File: src/rtl/regfile_scoreboard_pkg.sv
// Shared sizing helpers for the register file and its write-pending scoreboard.
// RF_SLICE picks port idx (width w) out of a packed multi-port bus.
package rf_pkg;

    localparam int CNT_W_DEFAULT = 2;

    function automatic int clog2(input int n);
        int w;
        w = 0;
        for (int k = 0; k < 31; k++) begin
            if ((1 << w) < n) begin
                w = w + 1;
            end
        end
        return (w == 0) ? 1 : w;
    endfunction

    function automatic int cnt_max(input int w);
        return (1 << w) - 1;
    endfunction

endpackage

`ifndef RF_SLICE
`define RF_SLICE(bus, idx, w) bus[(idx)*(w) +: (w)]
`endif

File: src/rtl/rf_scoreboard.sv
// Per-register outstanding-write counters: claim acceptance, RAW busy flags
// and the unclaimed-write error pulse.
module rf_scoreboard
    import rf_pkg::*;
#(
    parameter int NUM_REGS = 32,
    parameter int CNT_W    = CNT_W_DEFAULT,
    parameter int ZERO_REG = 1,
    parameter int BYPASS   = 1,
    parameter int NUM_RD   = 2,
    localparam int ADDR_W  = clog2(NUM_REGS)
) (
    input  logic                     clk_i,
    input  logic                     rst_i,
    input  logic [NUM_RD*ADDR_W-1:0] rdAddr_i,
    output logic [NUM_RD-1:0]        rdBusy_o,
    input  logic                     claimEn_i,
    input  logic [ADDR_W-1:0]        claimAddr_i,
    output logic                     claimReady_o,
    input  logic                     wrEn_i,
    input  logic [ADDR_W-1:0]        wrAddr_i,
    input  logic                     flush_i,
    output logic                     errUnclaimed_o
);

    localparam logic [CNT_W-1:0] CNT_MAX = CNT_W'(cnt_max(CNT_W));

    logic [CNT_W-1:0] cnt_q [NUM_REGS];
    logic [CNT_W-1:0] cnt_d [NUM_REGS];
    logic             err_q;
    logic             err_d;
    logic             wrLive;
    logic             claimZero;
    logic             claimTake;

    assign wrLive    = wrEn_i && !(ZERO_REG != 0 && wrAddr_i == '0);
    assign claimZero = (ZERO_REG != 0) && (claimAddr_i == '0);

    // A full counter can still take a claim when its own write retires this cycle.
    assign claimReady_o = !(cnt_q[claimAddr_i] == CNT_MAX &&
                            !(wrEn_i && wrAddr_i == claimAddr_i));
    assign claimTake    = claimEn_i && claimReady_o && !claimZero;

    always_comb begin
        for (int r = 0; r < NUM_REGS; r++) begin
            cnt_d[r] = cnt_q[r];
            if (flush_i) begin
                cnt_d[r] = '0;
            end else if (claimTake && claimAddr_i == ADDR_W'(r) &&
                         !(wrLive && wrAddr_i == ADDR_W'(r))) begin
                if (cnt_q[r] != CNT_MAX) begin
                    cnt_d[r] = cnt_q[r] + 1'b1;
                end
            end else if (wrLive && wrAddr_i == ADDR_W'(r) &&
                         !(claimTake && claimAddr_i == ADDR_W'(r))) begin
                if (cnt_q[r] != '0) begin
                    cnt_d[r] = cnt_q[r] - 1'b1;
                end
            end
        end
    end

    assign err_d = wrLive && (cnt_q[wrAddr_i] == '0) &&
                   !(claimTake && claimAddr_i == wrAddr_i);

    always_ff @(posedge clk_i or posedge rst_i) begin
        if (rst_i) begin
            for (int r = 0; r < NUM_REGS; r++) begin
                cnt_q[r] <= '0;
            end
            err_q <= 1'b0;
        end else begin
            for (int r = 0; r < NUM_REGS; r++) begin
                cnt_q[r] <= cnt_d[r];
            end
            err_q <= err_d;
        end
    end

    assign errUnclaimed_o = err_q;

    // With bypass, the last pending write retiring this cycle clears busy early.
    for (genvar i = 0; i < NUM_RD; i++) begin : g_busy
        logic [ADDR_W-1:0] a;
        assign a = `RF_SLICE(rdAddr_i, i, ADDR_W);
        assign rdBusy_o[i] = (cnt_q[a] != '0) &&
                             !(ZERO_REG != 0 && a == '0) &&
                             !(BYPASS != 0 && wrEn_i && wrAddr_i == a &&
                               cnt_q[a] == CNT_W'(1));
    end

endmodule

File: src/rtl/regfile_scoreboard.sv
// Multi-port register file with write-back bypass and a write-pending
// scoreboard for RAW hazard detection in the issue stage.
module regfile_scoreboard
    import rf_pkg::*;
#(
    parameter int DATA_W   = 32,
    parameter int NUM_REGS = 32,
    parameter int NUM_RD   = 2,
    parameter int ZERO_REG = 1,
    parameter int BYPASS   = 1,
    parameter int CNT_W    = CNT_W_DEFAULT,
    localparam int ADDR_W  = clog2(NUM_REGS)
) (
    input  logic                     SYS_clk,
    input  logic                     SYS_reset,
    input  logic [NUM_RD*ADDR_W-1:0] RF_rd_addr,
    output logic [NUM_RD*DATA_W-1:0] RF_rd_data,
    output logic [NUM_RD-1:0]        RF_rd_busy,
    input  logic                     RF_claim_en,
    input  logic [ADDR_W-1:0]        RF_claim_addr,
    output logic                     RF_claim_ready,
    input  logic                     RF_wr_en,
    input  logic [ADDR_W-1:0]        RF_wr_addr,
    input  logic [DATA_W-1:0]        RF_wr_data,
    input  logic                     RF_flush,
    output logic                     RF_err_unclaimed,
    input  logic [ADDR_W-1:0]        RF_dbg_addr,
    output logic [DATA_W-1:0]        RF_dbg_data
);

    logic [DATA_W-1:0] mem_q [NUM_REGS];
    logic              wrCommit;

    assign wrCommit = RF_wr_en && !(ZERO_REG != 0 && RF_wr_addr == '0);

    always_ff @(posedge SYS_clk or posedge SYS_reset) begin
        if (SYS_reset) begin
            for (int r = 0; r < NUM_REGS; r++) begin
                mem_q[r] <= '0;
            end
        end else if (wrCommit) begin
            mem_q[RF_wr_addr] <= RF_wr_data;
        end
    end

    for (genvar i = 0; i < NUM_RD; i++) begin : g_rd
        logic [ADDR_W-1:0] a;
        logic [DATA_W-1:0] rdWord;
        assign a = `RF_SLICE(RF_rd_addr, i, ADDR_W);
        always_comb begin
            rdWord = mem_q[a];
            if (ZERO_REG != 0 && a == '0) begin
                rdWord = '0;
            end else if (BYPASS != 0 && RF_wr_en && RF_wr_addr == a) begin
                rdWord = RF_wr_data;
            end
        end
        assign `RF_SLICE(RF_rd_data, i, DATA_W) = rdWord;
    end

    // Entry 0 is never written when ZERO_REG is set, so no masking is needed here.
    assign RF_dbg_data = mem_q[RF_dbg_addr];

    rf_scoreboard #(
        .NUM_REGS (NUM_REGS),
        .CNT_W    (CNT_W),
        .ZERO_REG (ZERO_REG),
        .BYPASS   (BYPASS),
        .NUM_RD   (NUM_RD)
    ) u_scoreboard (
        .clk_i          (SYS_clk),
        .rst_i          (SYS_reset),
        .rdAddr_i       (RF_rd_addr),
        .rdBusy_o       (RF_rd_busy),
        .claimEn_i      (RF_claim_en),
        .claimAddr_i    (RF_claim_addr),
        .claimReady_o   (RF_claim_ready),
        .wrEn_i         (RF_wr_en),
        .wrAddr_i       (RF_wr_addr),
        .flush_i        (RF_flush),
        .errUnclaimed_o (RF_err_unclaimed)
    );

endmodule

File: config.mk
export PLATFORM = sky130hd
export DESIGN_NAME = regfile_scoreboard
export DESIGN_NICKNAME = d
export VERILOG_FILES = /design/src/rtl/regfile_scoreboard_pkg.sv /design/src/rtl/rf_scoreboard.sv /design/src/rtl/regfile_scoreboard.sv
export SDC_FILE = /design/constraint.sdc
export NUM_CORES = 2
export LEC_CHECK = 0
export ABC_AREA = 0
export ABC_CLOCK_PERIOD_IN_PS = 58200
export BUFFER_PORTS_ARGS = -buffer_cell sky130_fd_sc_hd__buf_2
export CORE_ASPECT_RATIO = 0.8
export CORE_UTILIZATION = 55
export CTS_CLUSTER_SIZE = 20
export DETAILED_ROUTE_END_ITERATION = 12
export PLACE_DENSITY = 0.77
export SYNTH_ARGS = -nofsm -noshare
export SYNTH_HDL_FRONTEND = slang
export SYNTH_SLANG_ARGS = --single-unit
File: constraint.sdc
create_clock -name SYS_clk -period 58.2 [get_ports SYS_clk]
set_clock_uncertainty 0.2 [all_clocks]
set_input_delay 8.73 -clock SYS_clk [delete_from_list [all_inputs] [get_ports SYS_clk]]
set_output_delay 8.73 -clock SYS_clk [all_outputs]
set_load 0.01 [all_outputs]
# Yosys cells after proc, flatten, opt, wreduce, memory -nomap -nowiden
# Cells that the tools add are included.
[op_classes] add_sub_neg=64 magnitude_cmp=6 n_eq_ne=133 n_mux=188 n_bitwise=5 n_reduce_logical=353
[op_table] operator="$bwmux 1024" n=1
[op_table] operator="$bmux 32 s5" n=3
[op_table] operator="$mux 32" n=11
[op_table] operator="$mux 2" n=168
[op_table] operator="$reduce_bool 3->1" n=64
[op_table] operator="$demux 32 s5" n=1
[op_table] operator="$eq 5x5->1 const B" n=32
[op_table] operator="$logic_and 1x1->1" n=145
[op_table] operator="$ne 3x3->1 const B" n=32
[op_table] operator="$reduce_and 3->1" n=32
[op_table] operator="$eq 5x4->1 const B" n=16
[op_table] operator="$logic_not 1->1" n=73
[op_table] operator="$reduce_bool 2->1" n=34
[op_table] operator="$add 2x1->2 const B" n=32
[op_table] operator="$ne 2x2->1 const B" n=32
[op_table] operator="$sub 2x1->2 const B" n=32
[op_table] operator="$bmux 2 s5" n=4
[op_table] operator="$eq 5x3->1 const B" n=8
[op_table] operator="$ge 6x6->1 const B" n=5
[op_table] operator="$not 5->6" n=5
[op_table] operator="$eq 5x2->1 const B" n=4
[op_table] operator="$eq 5x5->1" n=4
[op_table] operator="$logic_not 5->1" n=4
[op_table] operator="$eq 5x1->1 const B" n=2
[op_table] operator="other kinds (4)" n=5
[totals] reg_bits=1089 elab_cells=814

# Logic depth before layout (Yosys ltp)
[depth] depth_word=15 depth_mapped=10

# Modules after synthesis
# From an unflattened synthesis, not the netlist that was laid out.
[unflattened] hier_cells=4718 hier_area_um2=67933.9
[by_module_without_submodules] module="regfile_scoreboard" n_inst=1 cells_per_inst=4038 area_each_um2=61946.9 seq_area_each_um2=25624.6
[by_module_without_submodules] module="rf_scoreboard" n_inst=1 cells_per_inst=680 area_each_um2=5987.0 seq_area_each_um2=1626.6

# Worst setup path before layout
# OpenSTA, ideal clock, no wires.
[synth_timing] kind="in2out" from="in RF_dbg_addr[1]" to="out RF_dbg_data[10]" arrival_time_ps=10694 required_ps=49270 slack_ps=38576 stages=5 path_buffers=2 cell_sequence="clkbuf_1 -> buf_1 -> mux4_2 -> mux4_2 -> mux2_2"
[synth_between] elab_chain_cells=4
[synth_lines] element="from (decl)" line="regfile_scoreboard.sv:27" text="input logic [ADDR_W-1:0] RF_dbg_addr,"
[synth_lines] element="$not 5->6 (not written as such)" line="regfile_scoreboard.sv:62" text="assign RF_dbg_data = mem_q[RF_dbg_addr];"
[synth_lines] element="$bmux 32 s5" line="regfile_scoreboard.sv:62"
[synth_lines] element="$mux 32 (not written as such) (2 in a row)" line="regfile_scoreboard.sv:62"
[synth_lines] element="to (decl)" line="regfile_scoreboard.sv:28" text="output logic [DATA_W-1:0] RF_dbg_data"
# No other way between the ends. The select of a mux whose other input is x is not followed.

# Worst setup path in the final report
[layout_timing] from="in RF_dbg_addr[1]" to="out RF_dbg_data[28]"
# The elaborated chain is that of the path after synthesis.

==> results.sh <==
export IMPL_relSlewSlack_pct=11.9
export IMPL_h_tree_depth=3
export IMPL_path_class="input port to output pin"
export IMPL_clkLatencyLatePin_ps=740
export IMPL_syn_area_sq_mm=0.0688
export IMPL_num_io_pins=162
export IMPL_synth_ff_type="dfrtp_1"
export IMPL_synthArstFlopShare_pct=100
export IMPL_die_y_microns=318
export IMPL_clockRootBuffer="clkbuf_16"
export IMPL_cts_tree="yes"
export IMPL_synthDistinctLibCells=81
export IMPL_rows=115
export IMPL_period_share_pct=39.0
export IMPL_outcome="finished, final reports clean"
export IMPL_grt_util_met2_pct=51.5
export IMPL_start_kind="input port"
export IMPL_num_vias=49400
export IMPL_maxSlewViolCount=0
export IMPL_worstMarginPinSlew_ps=1310
export IMPL_start_util_pct=55.7
export IMPL_cp_end_kind="output pin"
export IMPL_r2r_slack_ps=55680
export IMPL_power_total_mw=2.40
export IMPL_setup_violations=0
export IMPL_cts_resized=0
export IMPL_setup_tns_ps=0
export IMPL_holdWs_ps=215
export IMPL_ctsHoldBuffers=0
export IMPL_synth_edf_count=0
export IMPL_fin_ws_ps=35520
export IMPL_path_max_fanout=96
export IMPL_top_usage_layer="met2"
export IMPL_wl_per_cell_microns=34.1
export IMPL_fin_util_pct=60.1
export IMPL_ir_drop_v=0.0000276
export IMPL_p_per_area_mw_per_mm2=32.3
export IMPL_numPortBuffers=161
export IMPL_crit_chain="buf_8 -> buf_4 -> buf_4 -> buf_4 -> mux4_2 -> mux4_2 -> mux2_2 -> buf_2"
export IMPL_max_stage_delay_ps=880
export IMPL_drc=0
export IMPL_antenna_found_initial=6
export IMPL_p_leak_nw=31.1
export IMPL_first_pass_iters=7
export IMPL_drt_initial_drc_count=6962
export IMPL_cp_required_ps=49270
export IMPL_grt_start_max_net_pins=116
export IMPL_yosys_warnings=0
export IMPL_synth_seq_cells=1089
export IMPL_use_met3_pct=12.9
export IMPL_critPathBufInv=5
export IMPL_synth_fp_nets=5085
export IMPL_drt_wl_total_microns=223000
export IMPL_n_fill_cell=9257
export IMPL_hold_violations=0
export IMPL_crit_family="buffers and inverters"
export IMPL_place_congestion=0.935
export IMPL_clkTransAtPathRegs_ps=60
export IMPL_place_ws_ps=35700
export IMPL_ys_seq_area_share_pct=39.6
export IMPL_cts_buffer_depth=3
export IMPL_grt_pass1_wl_microns=334000
export IMPL_maxCapViolCount=0
export IMPL_die_area_sq_mm=0.126
export IMPL_arrival_ps=13750
export IMPL_design_area_sq_mm=0.0742
export IMPL_ant_nets=0
export IMPL_fp_dieW_microns=397
export IMPL_postSynthCellCount=5023
export IMPL_gr_usage_all_layers_pct=35.8
export IMPL_crit_top_cell="buf_4"
export IMPL_grt_pass1_vias=49700
export IMPL_place_area_sq_mm=0.0702
export IMPL_grt_met1_usage_pct=48.0
export IMPL_max_freq_ghz=0.0441
export IMPL_min_path_type="flop to flop"
export IMPL_postCtsSetupBuffers=0
export IMPL_fin_nets=4867
export IMPL_dp_hpwl_microns=123000
export IMPL_cts_made_buffers=110
export IMPL_vias_per_cell=7.55
export IMPL_crit_slowest_cell="buf_4"
export IMPL_fp_coreArea_sq_mm=0.123
export IMPL_syn_to_final_growth_pct=7.90
export IMPL_numClockSinks=1089
export IMPL_finalNonFillerCells=6543
export IMPL_gr_total_overflow=0
export IMPL_period_minus_slack_ps=22680
export IMPL_grt_setup_unrepaired="no"
export IMPL_placed_cells=6331
export IMPL_avgSynthCellArea_sq_um=13.7
export IMPL_drive_above_1_share_pct=46.6
-- cell usage after synthesis, types with 12 or more instances --
master	instances	share of area [%]
mux4_2	864	28
xnor2_1	26	0.33
a21oi_1	111	0.81
nor3_1	94	0.68
o22ai_1	33	0.30
a211oi_1	96	1.0
a221oi_1	48	0.61
nor2_1	147	0.80
nand3_1	33	0.24
buf_2	167	1.2
o211a_1	32	0.47
buf_4	36	0.39
nand2_1	450	2.5
nand2b_1	15	0.14
a22o_1	98	1.2
buf_1	38	0.21
inv_1	13	0.071
nor2b_1	77	0.70
clkbuf_1	326	1.8
nor4_1	16	0.15
mux2_2	899	15
mux2i_1	66	0.96
nand3b_1	12	0.13
o21ai_0	71	0.52
dfrtp_1	1089	40
-- metal layers --
metal	up-vias	wire length, microns
li1	19200	-
met1	25500	79700
met2	3769	98300
met3	818	32000
met4	15	13200
met5	-	181
-- where the power goes --
| group | switching (mW) | leakage [nW] | internal, mW | total, mW |
|---|---|---|---|---|
| sequential | 0.133 | 14.1 | 0.892 | 1.02 |
| combinational | 0.236 | 15.0 | 0.343 | 0.579 |
| clock | 0.330 | 1.95 | 0.464 | 0.794 |
-- registers in the layout, summed over array words and instances (netlist names) --
name and cells:
mem_q 1024, u_scoreboard.cnt_q 64, u_scoreboard.errUnclaimed_o 1
-- cells by family after synthesis --
group / after synthesis / synth area share (%)
compound gates: 559 / 5.92
buf+inv: 590 / 3.82
xor+xnor: 37 / 0.471
simple gates: 917 / 6.11
flops: 1089 / 39.6
mux: 1831 / 44.1
-- final timing paths --
kind                                        from                endpoint  cells past startpoint
hold reg to reg                      mem_q[1004]             mem_q[1004]                      0
setup reg to reg           u_scoreboard.cnt_q[6]  u_scoreboard.cnt_q[22]                      6
hold / removal                       mem_q[1004]             mem_q[1004]                      0
min in group asynchronous              SYS_reset  u_scoreboard.cnt_q[60]                      2
setup / recovery                  RF_dbg_addr[1]         RF_dbg_data[28]                      8
max in group asynchronous              SYS_reset               mem_q[90]                      6
-- cell usage in the layout (no fill, tap or decap), drive strengths merged, types with 8 or more instances in the layout --
cell type | netlist | final
clkinv | 0 | 30
inv | 14 | 21
a211oi | 98 | 98
o21ai | 73 | 73
xnor2 | 26 | 26
nand2b | 15 | 15
clkbuf | 326 | 142
or2 | 12 | 12
nand2 | 451 | 451
a22o | 98 | 98
a22oi | 9 | 9
a21oi | 112 | 112
nand3b | 12 | 12
mux2 | 899 | 899
clkinvlp | 0 | 9
mux4 | 866 | 866
nor4 | 16 | 16
nor2 | 148 | 148
and2 | 8 | 8
buf | 250 | 246
nand3 | 35 | 35
o22ai | 33 | 33
dfrtp | 1089 | 1089
o211a | 32 | 32
nor3 | 97 | 97
nor3b | 9 | 9
xor2 | 11 | 11
a221oi | 54 | 54
mux2i | 66 | 66
nor2b | 77 | 77
bufinv | 0 | 21
-- area by class of cell --
cell class | count | area [sq um] | share of cell area, %
Timing Repair Buffer | 246 | 1600 | 2.15
Inverter | 14 | 60.1 | 0.0809
Tap cell | 1638 | 2050 | 2.76
Clock inverter | 67 | 962 | 1.30
Clock buffer | 142 | 3030 | 4.09
Antenna cell | 3 | 7.51 | 0.0101
Sequential cell | 1089 | 27300 | 36.7
Multi-Input combinational cell | 3344 | 39200 | 52.9
Power figures use the tool's default switching activity.
